**src/rtl/riscv_pkg.sv**
```systemverilog
`default_nettype none
// ============================================================================
// Module      : riscv_pkg
// Description : Shared constants and types for the RISC-V fetch stage.
// Revision    : 1.0 - initial release
// ============================================================================
package riscv_pkg;

  // Next-PC select encodings; 2'b11 is reserved and behaves as sequential.
  localparam logic [1:0] PCSRC_SEQ  = 2'b00;
  localparam logic [1:0] PCSRC_BR   = 2'b01;
  localparam logic [1:0] PCSRC_JALR = 2'b10;

  // addi x0, x0, 0 -- value of the instruction register out of reset.
  localparam logic [31:0] NOP_INSTR = 32'h0000_0013;

  // Fetch state machine encoding.
  typedef enum logic [1:0] {
    ST_FETCH = 2'd0,
    ST_HOLD  = 2'd1,
    ST_ERR   = 2'd2
  } fetch_state_e;

endpackage : riscv_pkg
`default_nettype wire

```
**src/rtl/fetch_next_pc.sv**
```systemverilog
`default_nettype none
// ============================================================================
// Module      : fetch_next_pc
// Description : Combinational next-PC adder/mux with fetch alignment check.
// Revision    : 1.0 - initial release
// ============================================================================
module fetch_next_pc
  import riscv_pkg::*;
(
  input  logic [31:0] i_pc,
  input  logic [1:0]  i_pcsrc,
  input  logic [31:0] i_immext,
  input  logic [31:0] i_jalr_target,
  output logic [31:0] o_pc_plus4,
  output logic [31:0] o_target,
  output logic        o_misaligned
);

  logic [31:0] w_pc_plus4;
  logic [31:0] w_pc_branch;
  logic [31:0] w_jalr_clr;
  logic [31:0] w_target;

  // All sums wrap modulo 2^32; no overflow is reported.
  assign w_pc_plus4  = i_pc + 32'd4;
  assign w_pc_branch = i_pc + i_immext;
  // JALR drops bit 0 before the alignment check, so only bit 1 can fault.
  assign w_jalr_clr  = i_jalr_target & 32'hFFFF_FFFE;

  // Select the next fetch target; the reserved encoding falls back to pc+4.
  always_comb begin
    w_target = w_pc_plus4;
    case (i_pcsrc)
      PCSRC_BR:   w_target = w_pc_branch;
      PCSRC_JALR: w_target = w_jalr_clr;
      default:    w_target = w_pc_plus4;
    endcase
  end

  assign o_pc_plus4   = w_pc_plus4;
  assign o_target     = w_target;
  assign o_misaligned = |w_target[1:0];

endmodule : fetch_next_pc
`default_nettype wire

```
**src/rtl/fetch_unit.sv**
```systemverilog
`default_nettype none
// ============================================================================
// Module      : fetch_unit
// Description : Instruction fetch stage: PC register, ready/valid imem
//               request, instruction register and next-PC sequencing.
// Revision    : 1.0 - initial release
// ============================================================================
module fetch_unit
  import riscv_pkg::*;
#(
  parameter logic [31:0] RESET_PC = 32'h0000_0000
) (
  input  logic        clk,
  input  logic        reset,
  output logic        imem_req,
  output logic [31:0] imem_addr,
  input  logic        imem_ready,
  input  logic [31:0] imem_rdata,
  output logic [31:0] instr,
  output logic        instr_valid,
  input  logic        instr_ack,
  output logic [31:0] pc,
  output logic [31:0] pc_plus4,
  input  logic [1:0]  pcsrc,
  input  logic [31:0] immext,
  input  logic [31:0] jalr_target,
  output logic        misaligned
);

  fetch_state_e r_state;
  logic [31:0]  r_pc;
  logic [31:0]  r_instr;
  logic         r_misaligned;
  // Registered copy of reset: keeps imem_req low while reset is held and
  // for the cycle in which reset is first sampled low.
  logic         r_in_reset;

  logic [31:0]  w_target;
  logic         w_target_misaligned;
  logic [31:0]  w_pc_plus4;
  logic         w_imem_req;

  fetch_next_pc u_next_pc (
    .i_pc          (r_pc),
    .i_pcsrc       (pcsrc),
    .i_immext      (immext),
    .i_jalr_target (jalr_target),
    .o_pc_plus4    (w_pc_plus4),
    .o_target      (w_target),
    .o_misaligned  (w_target_misaligned)
  );

  // Request and valid are decoded purely from registered state.
  assign w_imem_req = (r_state == ST_FETCH) && !r_in_reset;

  // Fetch FSM, PC register and instruction register.
  always_ff @(posedge clk) begin
    if (reset) begin
      r_state      <= ST_FETCH;
      r_pc         <= RESET_PC;
      r_instr      <= NOP_INSTR;
      r_misaligned <= 1'b0;
      r_in_reset   <= 1'b1;
    end else begin
      r_in_reset <= 1'b0;
      case (r_state)
        ST_FETCH: begin
          // Only a response to an issued request is captured.
          if (w_imem_req && imem_ready) begin
            r_instr <= imem_rdata;
            r_state <= ST_HOLD;
          end
        end
        ST_HOLD: begin
          if (instr_ack) begin
            if (!w_target_misaligned) begin
              r_pc    <= w_target;
              r_state <= ST_FETCH;
            end else begin
              r_misaligned <= 1'b1;
              r_state      <= ST_ERR;
            end
          end
        end
        ST_ERR: begin
          r_state <= ST_ERR;
        end
        default: begin
          r_state <= ST_ERR;
        end
      endcase
    end
  end

  assign imem_req    = w_imem_req;
  assign imem_addr   = r_pc;
  assign pc          = r_pc;
  assign pc_plus4    = w_pc_plus4;
  assign instr       = r_instr;
  assign instr_valid = (r_state == ST_HOLD);
  assign misaligned  = r_misaligned;

endmodule : fetch_unit
`default_nettype wire

```
**config.mk**
```make
export PLATFORM = sky130hd
export DESIGN_NAME = fetch_unit
export DESIGN_NICKNAME = d
export VERILOG_FILES = /design/src/rtl/riscv_pkg.sv /design/src/rtl/fetch_next_pc.sv /design/src/rtl/fetch_unit.sv
export SDC_FILE = /design/constraint.sdc
export NUM_CORES = 1
export LEC_CHECK = 0
export BUFFER_PORTS_ARGS = -buffer_cell sky130_fd_sc_hd__buf_2
export CORE_ASPECT_RATIO = 1.25
export CORE_MARGIN = 5
export CORE_UTILIZATION = 50
export DETAILED_ROUTE_END_ITERATION = 8
export GPL_TIMING_DRIVEN = 0
export HOLD_SLACK_MARGIN = 0.1
export PLACE_DENSITY = 0.82
export SETUP_SLACK_MARGIN = 0.3
export SLEW_MARGIN = 20
export SYNTH_ARGS = -nofsm -noshare
export SYNTH_HDL_FRONTEND = slang
export SYNTH_SLANG_ARGS = --single-unit
```
**constraint.sdc**
```tcl
create_clock -name clk -period 3.55 [get_ports clk]
set_clock_uncertainty 0.05 [all_clocks]
set_input_delay 0.8875 -clock clk [delete_from_list [all_inputs] [get_ports clk]]
set_output_delay 0.8875 -clock clk [all_outputs]
set_load 0.005 [all_outputs]
```
-- Word-level counts from Yosys, hierarchy flattened
Cells that the tools add are included.
- $add $sub $neg: 2
- equal/unequal tests: 5
- mux-type cells: 6
- bitwise operators: 1
- reductions and logical operators: 9
- operator list (kind ; number):
    case mux 32 bit (2 select lines) ; 1
    adder 32 x 3 -> 32 bit (second input constant) ; 1
    adder 32 bit ; 1
    2-to-1 mux 2 bit ; 3
    AND reduction 3 bit ; 2
    equality test 2 x 1 -> 1 bit (second input constant) ; 2
    inequality test 2 x 1 -> 1 bit (second input constant) ; 2
    case mux 2 bit (2 select lines) ; 1
    AND reduction 2 bit ; 2
    equality test 2 bit (second input constant) ; 1
    logical AND 1 bit ; 2
    zero test 2 bit ; 1
    OR reduction 2 bit ; 1
    zero test 1 bit ; 1
    2-to-1 mux 1 bit ; 1
    inverter 1 bit ; 1
- register bits after elaboration: 68
- input bits: 102
- output and inout port bits: 131

-- Longest topological paths before layout
- word-level depth: 6
- gate-level depth with buffers: 11
- gate-level depth less buffers: 10

-- Cells and area by module
From an unflattened synthesis, not the netlist that was laid out.
- cells, all modules: 771
- area total of the unflattened synthesis: 6292.3 sq um
- modules (own cells, without submodules) (module ; instances ; cells an instance ; area each (sq um) ; seq. area each (sq um)):
    fetch_unit ; 1 ; 325 ; 3299.4 ; 1361.3
    fetch_next_pc ; 1 ; 446 ; 2992.9 ; 0.0

-- Worst setup path after synthesis
Ideal clock, no wire load.
- path type: input to register
- from: input port immext[0]
- to: register r_pc[31], in the netlist imem_addr[31]
- library setup time: 0.136 ns
- arrival time: 2.905 ns
- required time: 3.364 ns
- slack: 0.459 ns
- stages on the path: 10
- path buffers: 0
- path through: ha_1 fa_1 o21ai_0 a21oi_1 nor3_1 a41oi_1 o31ai_1 nor2_1 mux2i_1 o21ai_0
- cells in the longest elaborated chain, start to end: 5
- RTL lines (item ; line ; source):
    start, declared ; fetch_unit.sv:25 ; input logic [31:0] immext,
    adder 32 bit (*) ; fetch_next_pc.sv:26 ; assign w_pc_branch = i_pc + i_immext;
    case mux 32 bit (2 select lines) (*) ; fetch_next_pc.sv:33 ; case (i_pcsrc)
    OR reduction 2 bit ; fetch_next_pc.sv:42 ; assign o_misaligned = |w_target[1:0];
    inverter 1 bit (no source line) ; n/a ;
    AND reduction 3 bit (no source line) ; n/a ;
    end signal, assigned ; fetch_unit.sv:77 ; r_pc <= w_target;
    end, declared ; fetch_unit.sv:31 ; logic [31:0] r_pc;
Mark *: on every way between the ends. The rest lies on a longest branch, timed or not.
A chain may end at the register's enable or synchronous reset.

-- Final worst setup path
- from: register r_pc[6], in the netlist imem_addr[6]
- to: output port pc_plus4[17]
- cells in the longest elaborated chain, start to end: 1
- RTL lines (item ; line ; source):
    adder 32 x 3 -> 32 bit ; fetch_next_pc.sv:25 ; assign w_pc_plus4 = i_pc + 32'd4;
    end, declared ; fetch_unit.sv:23 ; output logic [31:0] pc_plus4,
No other way between the ends.

==> results by group <==
Logic synthesis
  – Cells after Synth: 775
  – Post-synthesis cell area: 0.00572 sq mm
  – Prevailing post-synth register cell: dfxtp_1
  – Synth Area in Compound Gates: between 20% and 30%
  – Register bit total from synthesis: 68
  – Largest family of logic cells by synthesized area: compound AO/OA/AOI/OAI gates
  – Post-synth top area cell: dfxtp_1
  – Synth Area in XOR/XNOR: approximately 8.1%
  – Synth cell types: 70
  – Post-synth EDFFs: 0
  – Adder-Cell Fraction of Synth Area: 7.78%
  – Mux cell area share after synthesis: 0.350%
  – Synth Area in Simple Gates: 23.8%
  – Dominant cells by area after synthesis: dfxtp_1 (24%), a21oi_1 (8.5%), ha_1 (7.4%), nand2_1 (7.2%), xnor2_1 (6.0%)
  – Top-area cell type share of the netlist area: a little under a quarter
  – Avg Inst Size Synth: approximately 7.4 sq um
  – Net Count, Synth: 912
  – Synth async-reset ratio: 0%
  – Sequential area share after synthesis: a little under a quarter
  – Synth warn: 0

Cells and area
  – Nets: 1160
  – Share of cells above drive strength 1: about a third
  – Antenna cells: 0
  – Commonest non-fill, non-tap cell in the layout: buf_2
  – Most frequent cells in the layout: buf_2 (236), nand2_1 (110), a21oi_1 (95)
  – Area delta synth->final: 31.5%

Clock tree
  – Clock sink count: 68
  – CTS clk-pin slew, worst paths: about 0.06 ns
  – CTS root buf: clkbuf_16
  – H-Tree Depth: 3
  – Hold-fix buffers, CTS: 0
  – Worst skew pair latency: 0.33 ns
  – Max Root-Sink Buffers: 2
  – CTS tree: yes
  – CTS Buf Count: 9

Timing
  – Setup violations, final: 0
  – Max Slew Vio Count: 0
  – Final worst-path cycle share: 91.6%
  – Sum Neg Setup Slack: 0 ns
  – FMAX: 307 MHz
  – Max_slew headroom: 55.2%
  – Worst Slack Setup Final: 0.297 ns
  – Final Hold Fails: 0
  – RSZ-0062 raised after global routing: yes
  – Final Critical Period: 3.25 ns
  – Slew @ Worst Pin: 0.672 ns

Critical path
  – CP endpoint kind: output port
  – Max FO, Critical Path: 7
  – Type of origin of the critical path: flop
  – WP data required: between 2 and 3 ns
  – Critical Path AT: around 2.3 ns
  – Worst setup path category: flop to output port

Global routing
  – Initial antenna violation count: 0
  – Vias in the first global route: 6477
  – First-pass GRT wire length: 32000 um
  – Total Routing Usage GR: 29.0%
  – Largest net degree at the start of global routing: 14
  – Total grt overflow: 0

Floorplanning
  – Rows: 43
  – DIE AREA: roughly 0.014 sq mm
  – Core area: roughly 0.011 sq mm
  – I/O Pins: around 230
  – Die width: approximately 110 um
  – Starting Density: 51.4%
  – Die Span Y: 130 um

Power
  – Worst VDD drop: 0.226 mV
  – PwrDens: 295 mW/mm^2
  – Sequential share of power: 37.0%
  – Switching Fraction: between 20 and 30%
  – Int Power: 1.56 mW
  – Leakage: 3.68 nW
  – Power Total: 2.22 mW
  – Comb pwr share: between 20% and 30%
  – Power share of the clock group: 41.7%
  – Psw: 0.663 mW

Hold path
  – Hold Path Class: flop to flop

Route
  – Via count: 6888
  – Avg WL per Cell: 18.1 um
  – Vias/cell: a little under 6
  – Routed WL: 21000 um
  – DRT antenna net count: 0
  – DRT iter0 DRCs: 808
  – DRC Markers: 0
  – 1st-pass router iterations: 7

Flow run
  – Max Cap Viol: 0

Placed design
  – GP Congestion: 0.961
  – IO Port Bufs: 231
  – Dpl hpwl: 16100 um
  – Setup WS pre-CTS: -0.383 ns

Run status
  – Outcome: finished, final reports clean
## layer usage
metal | routed length [um] | track usage (%) | up-vias
li1 | - | - | 3267
met1 | 7830 | 33.7 | 3130
met2 | 10200 | 50.8 | 413
met3 | 2070 | 5.03 | 78
met4 | 906 | 16.3 | 0
met5 | 0 | 0 | -
## power groups by stage
stage	combinational, mW	clock, mW	sequential (mW)
final	0.472	0.926	0.822
after global routing	0.515	0.971	0.827
after CTS	0.455	0.931	0.821
after detailed placement	0.451	0	0.837
after global placement	0.444	0	0.836
after floorplan	0.266	0	0.834
## worst max-delay path: stages (launching register included)
cell and delay, ns:
dfxtp_1 0.50, nand3_1 0.16, or2_2 0.35, nor2_1 0.29
nand2_1 0.17, xnor2_1 0.32, buf_2 0.18
## flip-flops by register name (all words and copies together), names as in the netlist
| name | flops |
|---|---|
| r_state | 2 |
| instr | 32 |
| imem_addr | 32 |
| misaligned | 1 |
| r_in_reset | 1 |
## synthesized netlist by cell type, types with 4 or more instances
cell	count
nand3_1	27
and2_1	9
o211ai_1	5
buf_2	8
dfxtp_1	68
nand3b_1	4
and3_1	14
a21oi_1	97
a22oi_1	5
buf_4	36
clkbuf_1	34
nor2b_1	5
nor2_1	51
a221o_1	4
inv_1	15
ha_1	34
a221oi_1	15
nand4_1	11
xnor2_1	39
xor2_1	14
a31oi_1	11
a211oi_1	6
o21ai_0	39
o21bai_1	7
a21o_1	11
o21a_1	5
nor3_1	12
nand2_1	110
o22ai_1	7
nand2b_1	7
## final cells by class
cell class / instances / area, sq um
Clock inverter: 6 / 71.3
Timing Repair Buffer: 237 / 1200
Buffer: 80 / 464
Fill cell: 1001 / 3610
Clock buffer: 10 / 239
Sequential cell: 68 / 1380
Inverter: 15 / 56.3
Multi-Input combinational cell: 612 / 3950
Tap cell: 135 / 169
## cells by family after synthesis
family / count (synthesis)
AO/OA/AOI/OAI: 245
XOR/XNOR: 53
adder cells (fa/ha/maj): 35
buffers and inverters: 95
flip-flops: 68
multiplexers: 2
AND/OR/NAND/NOR: 277
## per-stage QoR
step                utilization (%)  cells  instance area (sq um)  hold slack, ns
finish                         67.6   1163                   7530           0.398
global route                   67.6   1163                   7530           0.411
CTS                            66.6   1160                   7420           0.402
detailed placement             63.3   1141                   7050           0.394
global placement               63.3   1141                   7050           0.389
floorplan                         -    775                   5720           0.403
## final timing paths
path,from,endpoint,slack (ns),depth (start not counted)
worst max register to register,imem_addr[0],imem_addr[28],0.53,10
worst min register to register,instr[28],instr[28],0.40,2
worst max-delay path,imem_addr[6],pc_plus4[17],0.30,6
worst min-delay path,instr[28],instr[28],0.40,2
## what timing repair did
action                                  in CTS  in global routing
pin swaps                                    3                  5
setup buffers                                3                  3
gates resized for setup                     15                 27
endpoints found under the setup margin      29                 33
(Power assumes the default switching activity.)
